## config.mk

```make
export PLATFORM = sky130hd
export DESIGN_NAME = exu_wb_collector
export DESIGN_NICKNAME = d
export VERILOG_FILES = /design/src/rtl/exu_wb_collector.sv
export SDC_FILE = /design/constraint.sdc
export NUM_CORES = 1
export LEC_CHECK = 0
export CAP_MARGIN = 20
export CORE_UTILIZATION = 45
export CTS_BUF_LIST = sky130_fd_sc_hd__clkbuf_16
export DETAILED_ROUTE_END_ITERATION = 8
export PLACE_DENSITY = 0.71
export SETUP_SLACK_MARGIN = 0.15
export SYNTH_ARGS = -nofsm -noshare
export SYNTH_HDL_FRONTEND = slang
export SYNTH_SLANG_ARGS = --single-unit
```

## constraint.sdc

```tcl
create_clock -name clk -period 13.5 [get_ports clk]
set_clock_uncertainty 0.15 [all_clocks]
set_input_delay 2.7 -clock clk [delete_from_list [all_inputs] [get_ports clk]]
set_output_delay 2.7 -clock clk [all_outputs]
set_load 0.03 [all_outputs]
```

## src/rtl/exu_wb_collector.sv

```systemverilog
// Execution-side writeback collector: tracks ALU1/ALU2/MMU occupancy for dual issue
// and drains finished results onto two register-file write ports, oldest PC first.
module exu_wb_collector #(
   parameter int unsigned XLEN = 64,
   parameter int unsigned RAW  = 5,
   parameter int unsigned CNTW = 64
) (
   input  logic              clk,
   input  logic              rst,
   input  logic [2:0]        iss1_sel,
   input  logic [XLEN-1:0]   iss1_pc,
   input  logic [RAW-1:0]    iss1_rd,
   input  logic              iss1_wen,
   input  logic [2:0]        iss2_sel,
   input  logic [XLEN-1:0]   iss2_pc,
   input  logic [RAW-1:0]    iss2_rd,
   input  logic              iss2_wen,
   input  logic [2:0]        done_vld,
   input  logic [3*XLEN-1:0] done_data,
   input  logic              flush,
   output logic              aluo_busy,
   output logic              alut_busy,
   output logic              mmu_busy,
   output logic [RAW-1:0]    aluo_addr,
   output logic [RAW-1:0]    alut_addr,
   output logic [RAW-1:0]    mmu_addr,
   output logic              aluo_ena,
   output logic              alut_ena,
   output logic              mmu_ena,
   output logic              wb0_en,
   output logic              wb1_en,
   output logic [RAW-1:0]    wb0_addr,
   output logic [RAW-1:0]    wb1_addr,
   output logic [XLEN-1:0]   wb0_data,
   output logic [XLEN-1:0]   wb1_data,
   output logic [CNTW-1:0]   wb_count,
   output logic              err_issue_busy
);
   localparam int unsigned NU = 3;

   typedef enum logic [1:0] {IDLE = 2'd0, EXEC = 2'd1, WBWAIT = 2'd2} state_t;

   state_t          st_q   [NU];
   state_t          st_d   [NU];
   logic [XLEN-1:0] pc_q   [NU];
   logic [XLEN-1:0] pc_d   [NU];
   logic [XLEN-1:0] data_q [NU];
   logic [XLEN-1:0] data_d [NU];
   logic [RAW-1:0]  rd_q   [NU];
   logic [RAW-1:0]  rd_d   [NU];
   logic            wen_q  [NU];
   logic            wen_d  [NU];
   logic [1:0]      rank   [NU];
   logic [NU-1:0]   waiting;
   logic [NU-1:0]   freed;
   logic [1:0]      sel0, sel1;
   logic            has0, has1;
   logic            err_d;

   // Age ordering of waiting entries: rank = number of waiting entries older than this one.
   always_comb begin
      waiting = '0;
      freed   = '0;
      has0    = 1'b0;
      has1    = 1'b0;
      sel0    = 2'd0;
      sel1    = 2'd0;
      for (int i = 0; i < NU; i++) waiting[i] = (st_q[i] == WBWAIT);
      for (int i = 0; i < NU; i++) begin
         rank[i] = 2'd0;
         for (int j = 0; j < NU; j++) begin
            if (j != i && waiting[j] &&
                (pc_q[j] < pc_q[i] || (pc_q[j] == pc_q[i] && j < i)))
               rank[i] = rank[i] + 2'd1;
         end
      end
      for (int i = 0; i < NU; i++) begin
         if (waiting[i] && rank[i] == 2'd0) begin
            has0 = 1'b1;
            sel0 = 2'(i);
         end
         if (waiting[i] && rank[i] == 2'd1) begin
            has1 = 1'b1;
            sel1 = 2'(i);
         end
      end
      // Second port yields when both winners target the same register.
      wb0_en   = has0 && !rst;
      wb1_en   = has1 && !rst && (rd_q[sel1] != rd_q[sel0]);
      wb0_addr = wb0_en ? rd_q[sel0]   : '0;
      wb0_data = wb0_en ? data_q[sel0] : '0;
      wb1_addr = wb1_en ? rd_q[sel1]   : '0;
      wb1_data = wb1_en ? data_q[sel1] : '0;
      for (int i = 0; i < NU; i++)
         freed[i] = (wb0_en && sel0 == 2'(i)) || (wb1_en && sel1 == 2'(i));
   end

   // Per-unit next state: completion, flush, drain, then grant acceptance.
   always_comb begin
      err_d = err_issue_busy;
      for (int u = 0; u < NU; u++) begin
         st_d[u]   = st_q[u];
         pc_d[u]   = pc_q[u];
         rd_d[u]   = rd_q[u];
         wen_d[u]  = wen_q[u];
         data_d[u] = data_q[u];
         case (st_q[u])
            EXEC: begin
               if (flush) begin
                  st_d[u] = IDLE;
               end else if (done_vld[u]) begin
                  if (wen_q[u] && rd_q[u] != '0) begin
                     st_d[u]   = WBWAIT;
                     data_d[u] = done_data[u*XLEN +: XLEN];
                  end else begin
                     st_d[u] = IDLE;
                  end
               end
            end
            WBWAIT: if (freed[u]) st_d[u] = IDLE;
            default: ;
         endcase
         if (iss1_sel[u] || iss2_sel[u]) begin
            if (st_q[u] == IDLE || (st_q[u] == EXEC && flush) || freed[u]) begin
               st_d[u]  = EXEC;
               pc_d[u]  = iss1_sel[u] ? iss1_pc  : iss2_pc;
               rd_d[u]  = iss1_sel[u] ? iss1_rd  : iss2_rd;
               wen_d[u] = iss1_sel[u] ? iss1_wen : iss2_wen;
            end else begin
               err_d = 1'b1;
            end
            if (iss1_sel[u] && iss2_sel[u]) err_d = 1'b1;
         end
      end
   end

   always_ff @(posedge clk) begin
      if (rst) begin
         for (int u = 0; u < NU; u++) begin
            st_q[u]   <= IDLE;
            pc_q[u]   <= '0;
            rd_q[u]   <= '0;
            wen_q[u]  <= 1'b0;
            data_q[u] <= '0;
         end
         err_issue_busy <= 1'b0;
         wb_count       <= '0;
         aluo_busy <= 1'b0; alut_busy <= 1'b0; mmu_busy <= 1'b0;
         aluo_addr <= '0;   alut_addr <= '0;   mmu_addr <= '0;
         aluo_ena  <= 1'b0; alut_ena  <= 1'b0; mmu_ena  <= 1'b0;
      end else begin
         for (int u = 0; u < NU; u++) begin
            st_q[u]   <= st_d[u];
            pc_q[u]   <= pc_d[u];
            rd_q[u]   <= rd_d[u];
            wen_q[u]  <= wen_d[u];
            data_q[u] <= data_d[u];
         end
         err_issue_busy <= err_d;
         wb_count       <= wb_count + CNTW'(wb0_en) + CNTW'(wb1_en);
         aluo_busy <= (st_d[0] != IDLE);
         alut_busy <= (st_d[1] != IDLE);
         mmu_busy  <= (st_d[2] != IDLE);
         aluo_addr <= (st_d[0] != IDLE) ? rd_d[0] : '0;
         alut_addr <= (st_d[1] != IDLE) ? rd_d[1] : '0;
         mmu_addr  <= (st_d[2] != IDLE) ? rd_d[2] : '0;
         aluo_ena  <= (st_d[0] != IDLE) && wen_d[0];
         alut_ena  <= (st_d[1] != IDLE) && wen_d[1];
         mmu_ena   <= (st_d[2] != IDLE) && wen_d[2];
      end
   end
endmodule

```

After elaboration in Yosys (flattened, before gate mapping)
Memories as Yosys holds them, arrays and structs flattened.
Index checks and enable logic that the tools add are counted.

operators by class
  muxes and demuxes = 107
  $add $sub $neg = 5
  bitwise logic cells = 18
  reduce and logical (&&, ||, !) cells = 69
  magnitude comparators = 6
  equal/unequal tests = 29

operators with widths
  kind                   count
  $mux W64               29
  $lt A64 B64 Y1         6
  $eq A64 B64 Y1         3
  $add A64 B1 Y64        2
  $mux W5                14
  $mux W2                26
  $mux W1                35
  $logic_and A1 B1 Y1    33
  $eq A2 B1 Y1 const B   8
  $logic_not A2 Y1       8
  $logic_or A1 B1 Y1     15
  $or A1 B1 Y1           15
  $reduce_and A5 Y1      3
  $reduce_bool A5 Y1     3
  $ne A4 B4 Y1 const B   3
  $pmux W2 S2            3
  $eq A2 B2 Y1 const B   5
  $ne A3 B3 Y1 const B   3
  $add A1 B1 Y2 const B  3
  $ne A2 B2 Y1 const B   3
  $reduce_bool A2 Y1     3
  $reduce_or A2 Y1       3
  $ne A5 B5 Y1           1
  $ne A1 B1 Y1 const B   3
  2 further kinds        4

word-level totals
  bits of input ports = 344
  bits in registers = 86
  RAM bits = 408
  logic and storage cells = 250
  memories = 5
  output and inout port bits = 226

memory list
  memory  depth  bits a word  read ports  clocked after memory_dff  write ports  RTL line  source
  data_q  3      64           2           0                         3            47        logic [XLEN-1:0] data_q [NU];
  pc_q    3      64           3           0                         3            45        logic [XLEN-1:0] pc_q [NU];
  rd_q    3      5            5           0                         3            49        logic [RAW-1:0] rd_q [NU];
  st_q    3      2            3           0                         3            43        state_t st_q [NU];
  wen_q   3      1            3           0                         3            51        logic wen_q [NU];

Logic depth before layout (Yosys ltp)
An unclocked memory read counts as a cell.

  depth in word-level cells = 26
  gate-level depth with buffers = 33
  depth with buffers taken out = 30

Worst setup path before layout
OpenSTA, ideal clock, no wires.

  kind = register -> output
  from = mem pc_q[1][27], in the netlist pc_q[0][91]
  to = out wb1_data[57]
  slack = 5641 ps
  data arrival time = 5009 ps
  data required time = 10650 ps
  cell stages (with the launch flop) = 22
  buffers on the path = 3
  cells stage by stage = dfxtp_1 inv_1 ha_1 nand4_1 nor4_1 inv_1 or4_1 nor4_1 inv_1 nand2_1 o311ai_0 ha_1 buf_2 nand2_2 buf_6 nand2_1 o311ai_1 a21oi_1 a311oi_4 o211ai_2 clkbuf_1 a311oi_1

RTL lines
  element             RTL line  source
  start: declaration  45
  end: declaration    35        output logic [XLEN-1:0] wb1_data,

==> impl_results.md <==
- Placed Instances: 4402
- Port bufs: 569
- Top post-synthesis cells by area: dfxtp_1 (21%), edfxtp_1 (20%), ha_1 (8.7%), mux2i_1 (6.8%), nor2_1 (5.7%)
- GRT Util Overall: 28.5%
- CTS root buf: clkbuf_16
- Worst skew pair latency: 620 ps
- Crit. End Element: output port
- GRT overflow: 0
- Final Hold Vio Count: 0
- Status: complete, no violations
- Number of DRC markers in iteration 0: approximately 2100
- Final std cells w/o fill: 4524
- RR Endpoint: wb_count[46]$_SDFF_PP0_
- # resized after CTS: 0
- Reg power frac: 43.8%
- First-pass DRT Iterations: 5
- RR Startpoint: pc_q[0][91]$_SDFFE_PP0P_
- Sink Count: 494
- CTS tree: yes
- DIE AREA: between 60000 and 70000 µm²
- Antenna Nets Post-Route: 0
- Setup TNS: 0 ps
- Die Width: 258 µm
- Max clock buf depth: 3
- Vias/cell: roughly 5.7
- Post-synth top area share: between 20% and 30%
- Max VDD drop: roughly 0.00011 V
- Clk network pwr share: 35.2%
- Starting density of the core: between 40 and 50%
- Fin area: 37300 µm²
- Comb pwr share: 21.0%
- Drt wl/cell: 21.7 µm
- Final setup fails: 0
- Worst Setup Path Type: reg2out
- RSZ-0062 raised after global routing: no
- P per Cell Area: approximately 110 nW/µm²
- Number of fill cells: 5764
- Hold depth: 2
- Worst-Margin Slew: 1160 ps
- Async set-reset flop share out of synthesis: 0%
- Hold path endpoint: st_q[0][1]$_SDFF_PP0_
- Worst Path Arrival: 8500 ps
- Slew Limit Headroom: 21.7%
- Post-DP HPWL: 69500 µm
- Share of layout cells above drive strength 1: 6.47%
- Primary FF master, synth: dfxtp_1
- Core area: 64600 µm²
- Crit-path max FO: between 70 and 80
- Synthesized net count: ~3700
- Syn avg cell area: around 9 µm²
- Vias in the first global route: 25100
- Pint: 2.81 mW
- CTS HTree Levels: 2
- Layout area overhead: 26.5%
- Num ports: 570
- Seq/Total Area, Yosys: 40.1%
- Synth cell types: 76
- Number of max-cap violations: 0
- Net Sw Frac: approximately 30%
- Critical path data required time: 10650 ps
- Nets: between 4000 and 5000
- Hold crit path type: reg2reg
- Final worst-path cycle share: 84.1%
- WL final: around 100000 µm
- Post-CTS setup buffers: 0
- Reg2reg path depth: 29
- Tmin final: approximately 11000 ps
- # hold bufs at CTS: 0
- Power Total: 4.00 mW
- Reg2reg setup slack: 2990 ps
- Hold Startpoint: st_q[0][1]$_SDFF_PP0_
- Placed Instance Area: 35600 µm²
- FF+latch count, synth: 494
- Largest net degree at the start of global routing: 153
- Clock buffer count from CTS: 56
- Initial antenna violation count: 27
- Number of synthesized flops with an enable pin: about 190
- CTS clock-pin slew for the worst setup and hold paths: approximately 60 ps
- Pins Over Slew Limit: 0
- FP Rows: 93
- Leading area contributor after synthesis: dfxtp_1
- RePlAce Congestion: 0.947
- Synth Instances: about 3200
- Startpoint Class: register
- Syn. warnings: 0
- First-pass GRT wire length: 148000 µm
- Vias: 26000
- DRC: 0
- Die Y: around 260 µm
- Fmax: 88.1 MHz
- P_sw: around 1.2 mW
- Syn Std Cell Area: 29400 µm²
- Leak: between 10 and 15 nW
-- layer usage --
metal	part of all wire (%)	track usage (%)	routed length [µm]	vias up
met2	47	46.8	46200	1088
met4	4.7	14.0	4640	10
met1	40	35.4	39400	12300
met5	0.070	0	69	-
li1	-	-	-	12400
met3	8.0	6.37	7870	254
-- cell type report --
type | count | area [µm²] | share of cell area, %
clock buffers | 58 | 1450 | 3.90
well taps | 855 | 1070 | 2.87
flip-flops and latches | 494 | 11800 | 31.7
inverters | 159 | 597 | 1.60
repair buffers | 592 | 5890 | 15.8
diodes | 22 | 55.1 | 0.148
clock inverters | 42 | 184 | 0.494
multi-input cells | 2302 | 16200 | 43.5
-- cell families (layout without fill, tap and decap cells) --
group	Yosys count	in the layout	share of synthesized area [%]
AOI/OAI and AO/OA	613	613	17.2
DFF	494	494	40.1
and+or+nand+nor	1217	1217	19.7
adders and majority gates	206	206	8.78
muxes	204	204	6.99
buffers and inverters	386	851	5.29
other	0	22	0
xor gates and xnor gates	62	62	1.84
-- worst max-delay path, cell delays in order, from the launching register on --
cell and delay [ps]:
dfxtp_1 360, inv_1 50, ha_1 300, nand4_1 170, nor4_1 340, inv_1 120, or4_1 600, nor4_1 450
inv_1 110, nand2_1 80, o311ai_0 220, ha_4 920, nand2_2 690, buf_4 540, nand2_1 190, o21ai_0 120
nor4_1 410, a311oi_4 120, o211ai_4 710, buf_4 450, a311oi_1 90, clkdlybuf4s50_1 650
-- metrics by stage --
step,util (%),hold WS [ps],setup slack (ps)
2_1_floorplan,-,308,5640
3_3_place_gp,55.1,329,2970
3_5_place_dp,55.1,329,2830
4_1_cts,57.6,343,2140
5_1_grt,57.7,364,1580
6_report,57.7,342,2150
-- power by group through the flow --
stage	Combinational [mW]	Sequential (mW)	Clock [mW]
global placement	0.825	1.78	0
floorplan	0.542	1.76	0
detailed placement	0.833	1.78	0
global route	0.932	1.76	1.48
finish	0.839	1.75	1.41
CTS	0.839	1.75	1.43
-- flip-flops by register name (all words and copies together), names as in the netlist --
name and cells:
mmu_busy 1, data_q 192, alut_ena 1, alut_busy 1, rd_q 15, aluo_busy 1
aluo_addr 5, pc_q 192, mmu_addr 5, st_q 6, alut_addr 5, err_issue_busy 1
mmu_ena 1, wen_q 3, aluo_ena 1, wb_count 64
-- cell usage in the layout, fill, tap and decap left out, drive strengths merged, types with 6 or more instances in the layout --
cell / count
a31oi: 8
o211ai: 9
o21ai: 59
mux2i: 203
a21o: 57
o22ai: 12
and4: 8
edfxtp: 192
nand3: 170
clkbuf: 58
o21a: 7
nand4: 58
nand2: 205
clkdlybuf4s50: 565
dfxtp: 302
a2111oi: 7
nor2b: 18
xnor2: 22
a211oi: 216
nor3: 25
a311oi: 133
and3b: 6
buf: 27
nand2b: 7
nor4: 18
a211o: 6
clkinv: 22
or3: 18
nor2: 449
a21oi: 68
diode: 22
ha: 205
and3: 13
and2: 205
inv: 179
xor2: 40
-- how the worst max path moves through the flow --
stage                        startpoint           end  cells after the start  slack, ps
2_1_floorplan  pc_q[0][91]$_SDFFE_PP0P_  wb1_data[57]                     21       5640
3_3_place_gp   pc_q[0][91]$_SDFFE_PP0P_  wb1_data[63]                     19       2970
3_5_place_dp   pc_q[0][91]$_SDFFE_PP0P_  wb1_data[63]                     19       2830
4_1_cts        pc_q[0][91]$_SDFFE_PP0P_  wb1_data[63]                     19       2140
5_1_grt        pc_q[0][91]$_SDFFE_PP0P_  wb1_data[25]                     21       1580
6_report       pc_q[0][91]$_SDFFE_PP0P_   wb1_data[8]                     21       2150
-- synthesized netlist by cell type (22+ instances only) --
cell,n
nor2_1,449
dfxtp_1,302
and2_1,205
ha_1,205
nand2_1,203
mux2i_1,201
edfxtp_1,192
clkbuf_1,179
nand3_1,170
inv_1,158
a311oi_1,132
a211oi_1,120
a211oi_2,96
a21oi_1,68
nand4_1,58
o21ai_0,58
a21o_1,57
xor2_1,40
nor3_1,25
buf_2,24
xnor2_1,22
Note: power is estimated with default switching activity, not from simulation.
